### config.mk
export PLATFORM = sky130hd
export DESIGN_NAME = qpi_responder
export DESIGN_NICKNAME = d
export VERILOG_FILES = /design/src/rtl/qpi_responder_pkg.sv /design/src/rtl/qpi_responder_sync_filter.sv /design/src/rtl/qpi_responder.sv
export SDC_FILE = /design/constraint.sdc
export NUM_CORES = 1
export LEC_CHECK = 0
export BUFFER_PORTS_ARGS = -buffer_cell sky130_fd_sc_hd__buf_2
export CORE_AREA = 3 3 60 90
export CTS_CLUSTER_SIZE = 30
export DETAILED_ROUTE_END_ITERATION = 8
export DIE_AREA = 0 0 63 93
export PLACE_DENSITY = 0.69
export SETUP_SLACK_MARGIN = 0.02
export SLEW_MARGIN = 5
export SYNTH_ARGS = -nofsm -noshare
export SYNTH_HDL_FRONTEND = slang
export SYNTH_SLANG_ARGS = --single-unit
### constraint.sdc
create_clock -name clock -period 1.65 [get_ports clock]
set_input_delay 0.165 -clock clock [delete_from_list [all_inputs] [get_ports clock]]
set_output_delay 0.165 -clock clock [all_outputs]
set_load 0.02 [all_outputs]
### src/rtl/qpi_responder_pkg.sv
// Shared definitions for the QPI link-layer responder: FSM encoding and the
// byte substituted when the decoder has nothing ready at a transmit slot.
package qpi_responder_pkg;

    typedef enum logic [1:0] {
        ST_IDLE = 2'd0,
        ST_RX   = 2'd1,
        ST_TURN = 2'd2,
        ST_TX   = 2'd3
    } qpi_state_e;

    localparam logic [7:0] UNDERRUN_FILL = 8'h00;

endpackage

### src/rtl/qpi_responder_sync_filter.sv
// Two-flop synchroniser followed by a stability filter. The filtered level
// only flips after FILTER_LEN consecutive synchronised samples disagree with
// it, so pulses shorter than FILTER_LEN clock cycles never get through.
// change_o is a combinational one-cycle pulse in the cycle the flip is
// accepted; level_o still shows the old level during that cycle.
module qpi_sync_filter #(
    parameter int   FILTER_LEN = 2,
    parameter logic RESET_VAL  = 1'b0
) (
    input  logic clock,
    input  logic reset,
    input  logic din_i,
    output logic level_o,
    output logic change_o
);

    logic [1:0]            sync_q;
    logic [FILTER_LEN-1:0] hist_q;
    logic                  level_q;
    logic                  all_hi;
    logic                  all_lo;

    assign all_hi   = &hist_q;
    assign all_lo   = ~|hist_q;
    assign change_o = level_q ? all_lo : all_hi;
    assign level_o  = level_q;

    // Synchronise, record the last FILTER_LEN samples, accept stable changes.
    always_ff @(posedge clock) begin
        if (reset) begin
            sync_q  <= {2{RESET_VAL}};
            hist_q  <= {FILTER_LEN{RESET_VAL}};
            level_q <= RESET_VAL;
        end else begin
            sync_q <= {sync_q[0], din_i};
            hist_q <= (hist_q << 1) | FILTER_LEN'(sync_q[1]);
            if (change_o) begin
                level_q <= ~level_q;
            end
        end
    end

endmodule

### src/rtl/qpi_responder.sv
// Device end of the 4-bit QPI host link. Oversamples the host clock and chip
// select, assembles received nibbles into bytes, and in read phases shifts
// decoder bytes back out, owning the pad output enable.
//
// Transmit handshake: at every transmit byte-slot boundary the block samples
// tx_valid once. If high, tx_data is captured and tx_ready pulses for one
// cycle (the byte is consumed); if low, the fill byte is sent instead and
// tx_underrun pulses. tx_valid/tx_data are not looked at between boundaries.
module qpi_responder
    import qpi_responder_pkg::*;
#(
    parameter int FILTER_LEN = 2
) (
    input  logic       clock,
    input  logic       reset,
    input  logic       qpi_csb,
    input  logic       qpi_clk,
    input  logic [3:0] io_din,
    output logic [3:0] io_dout,
    output logic       io_oe,
    output logic       rx_start,
    output logic       rx_stop,
    output logic       rx_valid,
    output logic [7:0] rx_data,
    input  logic       tx_mode,
    input  logic       tx_valid,
    input  logic [7:0] tx_data,
    output logic       tx_ready,
    output logic       tx_underrun,
    output qpi_state_e dbg_state
);

    // Data delay matches synchroniser (2) plus filter (FILTER_LEN) latency so
    // the nibble sampled with an edge event is the one present at the pad edge.
    localparam int DLY = 2 + FILTER_LEN;

    logic clk_lvl, clk_chg, csb_lvl, csb_chg;
    logic pos, neg, csb_fall, csb_rise;
    logic [3:0] din_dly;
    logic [7:0] next_byte;

    logic [DLY-1:0][3:0] din_pipe_q;
    qpi_state_e state_q, state_d;
    logic       phase_q, phase_d;
    logic [3:0] hi_q, hi_d;
    logic [7:0] rx_data_q, rx_data_d;
    logic       rx_valid_q, rx_valid_d;
    logic       rx_start_q, rx_start_d;
    logic       rx_stop_q, rx_stop_d;
    logic [7:0] tx_byte_q, tx_byte_d;
    logic       tx_ready_q, tx_ready_d;
    logic       tx_under_q, tx_under_d;
    logic       oe_q, oe_d;
    logic [3:0] dout_q, dout_d;

    qpi_sync_filter #(.FILTER_LEN(FILTER_LEN), .RESET_VAL(1'b0)) u_clk_filt (
        .clock(clock), .reset(reset), .din_i(qpi_clk),
        .level_o(clk_lvl), .change_o(clk_chg)
    );

    qpi_sync_filter #(.FILTER_LEN(FILTER_LEN), .RESET_VAL(1'b1)) u_csb_filt (
        .clock(clock), .reset(reset), .din_i(qpi_csb),
        .level_o(csb_lvl), .change_o(csb_chg)
    );

    // Clock edges only count while the filtered chip select is low.
    assign pos      = clk_chg & ~clk_lvl & ~csb_lvl;
    assign neg      = clk_chg &  clk_lvl & ~csb_lvl;
    assign csb_fall = csb_chg &  csb_lvl;
    assign csb_rise = csb_chg & ~csb_lvl;
    assign din_dly  = din_pipe_q[DLY-1];
    assign next_byte = tx_valid ? tx_data : UNDERRUN_FILL;

    // Pad data delay line.
    always_ff @(posedge clock) begin
        if (reset) begin
            din_pipe_q <= '0;
        end else begin
            din_pipe_q <= {din_pipe_q[DLY-2:0], io_din};
        end
    end

    // Next-state and output logic; a chip-select rise overrides every event.
    always_comb begin
        state_d    = state_q;
        phase_d    = phase_q;
        hi_d       = hi_q;
        rx_data_d  = rx_data_q;
        rx_valid_d = 1'b0;
        rx_start_d = 1'b0;
        rx_stop_d  = 1'b0;
        tx_byte_d  = tx_byte_q;
        tx_ready_d = 1'b0;
        tx_under_d = 1'b0;
        oe_d       = oe_q;
        dout_d     = dout_q;
        if (csb_rise) begin
            state_d   = ST_IDLE;
            phase_d   = 1'b0;
            oe_d      = 1'b0;
            rx_stop_d = 1'b1;
        end else begin
            case (state_q)
                ST_IDLE: begin
                    if (csb_fall) begin
                        state_d    = ST_RX;
                        phase_d    = 1'b0;
                        rx_start_d = 1'b1;
                    end
                end
                ST_RX: begin
                    if (pos) begin
                        if (!phase_q) begin
                            hi_d    = din_dly;
                            phase_d = 1'b1;
                        end else begin
                            rx_data_d  = {hi_q, din_dly};
                            rx_valid_d = 1'b1;
                            phase_d    = 1'b0;
                            if (tx_mode) state_d = ST_TURN;
                        end
                    end
                end
                ST_TURN: begin
                    if (pos) begin
                        if (!phase_q) begin
                            phase_d = 1'b1;
                        end else begin
                            phase_d    = 1'b0;
                            tx_byte_d  = next_byte;
                            tx_ready_d = tx_valid;
                            tx_under_d = ~tx_valid;
                            state_d    = ST_TX;
                        end
                    end
                end
                ST_TX: begin
                    if (neg) begin
                        oe_d   = 1'b1;
                        dout_d = phase_q ? tx_byte_q[3:0] : tx_byte_q[7:4];
                    end
                    if (pos) begin
                        if (!phase_q) begin
                            phase_d = 1'b1;
                        end else begin
                            phase_d    = 1'b0;
                            tx_byte_d  = next_byte;
                            tx_ready_d = tx_valid;
                            tx_under_d = ~tx_valid;
                        end
                    end
                end
                default: state_d = ST_IDLE;
            endcase
        end
    end

    // State and output registers.
    always_ff @(posedge clock) begin
        if (reset) begin
            state_q    <= ST_IDLE;
            phase_q    <= 1'b0;
            hi_q       <= 4'h0;
            rx_data_q  <= 8'h00;
            rx_valid_q <= 1'b0;
            rx_start_q <= 1'b0;
            rx_stop_q  <= 1'b0;
            tx_byte_q  <= 8'h00;
            tx_ready_q <= 1'b0;
            tx_under_q <= 1'b0;
            oe_q       <= 1'b0;
            dout_q     <= 4'h0;
        end else begin
            state_q    <= state_d;
            phase_q    <= phase_d;
            hi_q       <= hi_d;
            rx_data_q  <= rx_data_d;
            rx_valid_q <= rx_valid_d;
            rx_start_q <= rx_start_d;
            rx_stop_q  <= rx_stop_d;
            tx_byte_q  <= tx_byte_d;
            tx_ready_q <= tx_ready_d;
            tx_under_q <= tx_under_d;
            oe_q       <= oe_d;
            dout_q     <= dout_d;
        end
    end

    assign io_dout     = dout_q;
    assign io_oe       = oe_q;
    assign rx_start    = rx_start_q;
    assign rx_stop     = rx_stop_q;
    assign rx_valid    = rx_valid_q;
    assign rx_data     = rx_data_q;
    assign tx_ready    = tx_ready_q;
    assign tx_underrun = tx_under_q;
    assign dbg_state   = state_q;

endmodule

# [Yosys cells after proc, flatten, opt, wreduce, memory -nomap -nowiden]
# Cells that the tools add are included.
[word_totals] reg_bits=59 output_inout_bits=20 inputBits=18 wordCells=88
[classes] n_mux=18 reduce_logical=21 eq_ne=10 n_bitwise=17
[ops] operator="$mux W2" count=6
[ops] operator="$ne A2 B2 Y1 const B" count=6
[ops] operator="$reduce_and A4 Y1" count=3
[ops] operator="$not A1 Y1" count=9
[ops] operator="$mux W1" count=8
[ops] operator="$mux W8" count=1
[ops] operator="$reduce_and A2 Y1" count=4
[ops] operator="$reduce_or A2 Y1" count=4
[ops] operator="$reduce_and A7 Y1" count=1
[ops] operator="$and A1 B1 Y1" count=6
[ops] operator="$pmux W2 S3" count=1
[ops] operator="$reduce_or A3 Y1" count=2
[ops] operator="$reduce_or A5 Y1" count=1
[ops] operator="$eq A2 B2 Y1 const B" count=2
[ops] operator="$mux W4" count=1
[ops] operator="$or A2 B1 Y2" count=2
[ops] operator="$reduce_or A4 Y1" count=1
[ops] operator="$reduce_and A3 Y1" count=1
[ops] operator="$reduce_bool A3 Y1" count=1
[ops] operator="$eq A2 B1 Y1 const B" count=1
[ops] operator="$logic_not A1 Y1" count=2
[ops] operator="$logic_not A2 Y1" count=1
[ops] operator="$ne A2 B1 Y1 const B" count=1
[ops] operator="$pmux W1 S2" count=1

# [Depth between registers and ports, before layout]
[logic_depth] ltp_word=7 mapped_depth=6

# [Cells and area by module]
# From an unflattened synthesis, not the netlist that was laid out.
[hier_totals] cells_unflattened=205 hier_area_um2=2124.5
[modules_own_cells] module="qpi_responder" area_each_um2=1815.5 cells_each=176 n_inst=1
[modules_own_cells] module="qpi_sync_filter (u_csb_filt)" area_each_um2=156.4 cells_each=15 n_inst=1
[modules_own_cells] module="qpi_sync_filter (u_clk_filt)" area_each_um2=152.6 cells_each=14 n_inst=1

# [Least setup slack after synthesis]
# No wires, ideal clock.
[synth_path] path_type="register to register" startpoint="register state_q[0] (netlist: dbg_state[0])" endpoint="register tx_byte_q[0]" setup_ns=0.059 slack_ns=-0.064 stages_incl_launch_ff=7 synth_period_minus_slack_ns=1.714 n_path_buf=1 t_arrival_ns=1.655 path_cell_list="dfxtp_1 > inv_1 > ha_1 > o2111ai_4 > nor2b_1 > clkbuf_1 > a22o_1"
[synth_between] elab_chain_cells=3 word_cells_on_any_way=4 cone_classes="2 x eq/ne; 2 x reduce/logical"
[synth_lines] item="start: declaration" line="qpi_responder.sv:43" text="qpi_state_e state_q, state_d;"
[synth_lines] item="start signal: assignment" line="qpi_responder.sv:174" text="state_q <= state_d;"
[synth_lines] item="$eq A2 B2 Y1" line="qpi_responder.sv:103" text="case (state_q)"
[synth_lines] item="$reduce_or A2 Y1 (no line) (*)"
[synth_lines] item="$reduce_and A4 Y1 (no line) (*)"
[synth_lines] item="end signal: assignment" line="qpi_responder.sv:181" text="tx_byte_q <= tx_byte_d;"
[synth_lines] item="end: declaration" line="qpi_responder.sv:50" text="logic [7:0] tx_byte_q, tx_byte_d;"
# Mark *: on every way between the ends. The rest lies on a longest branch, timed or not.
# A chain may end at the register's enable or synchronous reset.

# [Worst setup path in the final report]
[layout_path] startpoint="register state_q[1] (netlist: dbg_state[1])" endpoint="register state_q[0] (netlist: dbg_state[0])"
[layout_between] elab_chain_cells=3 word_cells_on_any_way=12 cone_classes="8 x eq/ne; 1 x mux; 3 x reduce/logical"
[layout_lines] item="$eq A2 B1 Y1 (tied with other cells)" line="qpi_responder.sv:103"
[layout_lines] item="$ne A2 B2 Y1 (no line) / $reduce_bool A3 Y1 (equally long branches)"
[layout_lines] item="$reduce_and A7 Y1 (no line)"
# Several ways; a longest one is shown, not always the timed one.

==> impl_metrics.toml <==
[power]
power_leakage_nw = 1.218
design_power_total_w = 0.003160
pwr_density_cell_nw_per_um2 = 1189
max-vdd-ir-drop_v = 0.0008174

[timing]
slew_headroom_pct = 75.31
max_freq_mhz = 644.4
hold_ws_ns = 0.03982
rsz0062_at_grt = "true"
setup_violations = 0
period_share_pct = 94.05
period_needed_ns = 1.552
drv_slew = 0
hold_viol_final = 0
fin_skew_ns = 0.007459
max_slew.worst_pin.slew_ns = 0.3695

[clock_tree]
clk_latency_ns = 0.33
cts_root_buffer = "clkbuf_8"
cts.sinks = 59
clock_path_buffers = 2
htreeDepth = 3
cts_tree = "yes"
path_clk_slew_ns = 0.07
cts_buffers = 9

[synthesis]
synth_cell_types = 35
ys_warn_count = 0
synth-async-reset-ratio_pct = 0
synth_top_flop_cell = "dfxtp_1"
synth_nets = 212
synth_area_um2 = 2107
netlist_instances = 188
synth_area_leaders = "dfxtp_1, mux2i_1, nor2b_1"
synth_seq_area_share_pct = 56.06
syn_avg_cell_area_um2 = 11.21
yosysTopAreaCell = "dfxtp_1"
synth_edf_count = 0
synth_seq_cells = 59
netlist.area_leader.share_pct = 56.06

[worst_setup_path]
crit_type = "flip-flop to flip-flop"
cp-start-kind = "flip-flop"
worstReg2RegEnd = "dbg_state[0]"
r2r_cells = 6
crit_fanout = 5
end_kind = "flip-flop"
r2r_start = "dbg_state[1]"
arrival_ns = 1.78
rrSetupSlack_ns = 0.1
critPathRequiredTime_ns = 1.88

[route]
drtAntennaViolNets = 0
drc = 0
dr.first_iter.drc_count = 47
wl_met3_um = 184
topRoutingLayerUsed = "met4"
route.met2.wl_mm = 1.705
vias_per_cell = 4.671
wl_mm = 3.481
drt_pass1_iterations = 4
m1WireLength_mm = 1.509
wl_per_cell_um = 11.34
vias = 1434

[global_route]
grt_remaining_overflow = 0
grt_usage_pct = 12.99
grt_pass1_wl_mm = 5.706
grt_max_degree = 23
antenna_found_initial = 0
grt_pass1_vias = 1301

[cells_and_area]
nNetsFinal = 260
area_delta_synth_final_pct = 26.13
diodes = 0
drive_gt1_share_pct = 31.95
fillers = 423

[status]
status = "finished, final reports clean"

[place]
place_hpwl_mm = 2.438
portBuffers = 37
gp_congestion = 0.7808

[hold_path]
min-delay-start = "io_din[0]"
hold_end = "din_pipe_q[0]"
worstHoldPathType = "primary input to flip-flop"
hold_depth = 2

[floorplanning]
die_width_um = 63
fp.dieH_um = 93
initial_core_util_pct = 44.16
rows = 31
core_area_um2 = 4771
die-area_um2 = 5859
num_io_pins = 38

[flow_run]
max_cap_violations = 0
power breakdown:
group / total (W) / switching, W / internal, W
logic: 0.000247 / 0.000133 / 0.000114
clock network: 0.00144 / 0.000578 / 0.000862
registers: 0.00147 / 0.0000197 / 0.00145
registers in the layout, indices dropped and copies added (netlist names), 2 cells and up:
signal	cells
u_clk_filt.hist_q	2
din_pipe_q	12
dbg_state	2
u_csb_filt.sync_q	2
rx_data	8
hi_q	4
u_csb_filt.hist_q	2
din_dly	4
tx_byte_q	8
io_dout	4
u_clk_filt.sync_q	2
worst max-delay path, stage by stage (launching register included):
cell,delay (ns)
dfxtp_2,0.35
inv_1,0.16
ha_2,0.25
inv_1,0.08
a311oi_1,0.33
o21ai_0,0.12
and3_1,0.17
worst max-delay path by stage:
stage	startpoint	endpoint	cells after the start
after detailed placement	dbg_state[1]	dbg_state[0]	6
after global routing	u_clk_filt.hist_q[0]	rx_data[3]	4
after global placement	dbg_state[1]	dbg_state[0]	6
final	dbg_state[1]	dbg_state[0]	6
after floorplan	dbg_state[0]	tx_byte_q[0]	6
after CTS	dbg_state[1]	dbg_state[0]	6
Yosys cell counts (all sizes together) (2+ instances only):
cell    number
dfxtp       59
nor2b       21
nor2        20
mux2i       17
a22o         8
clkbuf       6
ha           6
nor3         5
a21oi        4
mux2         4
or2          4
buf          3
inv          3
nand2        3
nand3        3
o21ai        3
nor4b        2
routing by layer:
layer | GRT usage (%) | vias up
met5 | 0 | -
met4 | 8.287 | 0
met3 | 5.889 | 7
met2 | 20.53 | 32
met1 | 13.95 | 650
li1 | - | 745
area by class of cell:
type                            instances  area (um^2)  area share, %
Sequential cell                        59         1184          44.54
Multi-Input combinational cell        117        898.4          33.80
Timing Repair Buffer                   46        257.7          9.699
Clock buffer                            9        123.9          4.661
Clock inverter                          7        100.1          3.766
Tap cell                               66        82.58          3.107
Inverter                                3        11.26         0.4237
cells by family after synthesis:
logic type | count (synthesis) | synth area share, %
adder cells (fa/ha/maj) | 6 | 3.563
AO/OA/AOI/OAI | 23 | 8.968
AND/OR/NAND/NOR | 67 | 18.76
buffers and inverters | 12 | 2.435
multiplexers | 21 | 10.21
flip-flops | 59 | 56.06
what timing repair did:
item	CTS	global route
endpoints found under the hold margin	2	0
resized for setup	1	5
pin swaps	0	1
hold buffers	2	0
setup buffers	0	1
endpoints found under the setup margin	2	22
through the flow:
stage	instance area, um^2	utilization, %	setup TNS [ns]	worst slack [ns]	std cells
after detailed placement	2381	49.91	-0.09169	-0.07310	288
final	2658	55.70	0	0.09814	307
after CTS	2631	55.15	0	0.03371	306
after global routing	2658	55.70	-0.01243	-0.006642	307
after global placement	2381	49.91	-0.04183	-0.04183	288
after floorplan	2108	-	-0.5141	-0.06427	188
placed cells by master, fill, tap and decap left out, types with 4 or more instances in the layout:
cell,count
or2_2,4
nor2_1,20
a22o_1,8
mux2i_1,17
mux2_2,4
buf_4,7
dfxtp_1,57
clkbuf_8,9
buf_2,37
a21oi_1,4
nor3_1,5
nor2b_1,21
No activity file was read; power rests on OpenSTA's default activity.
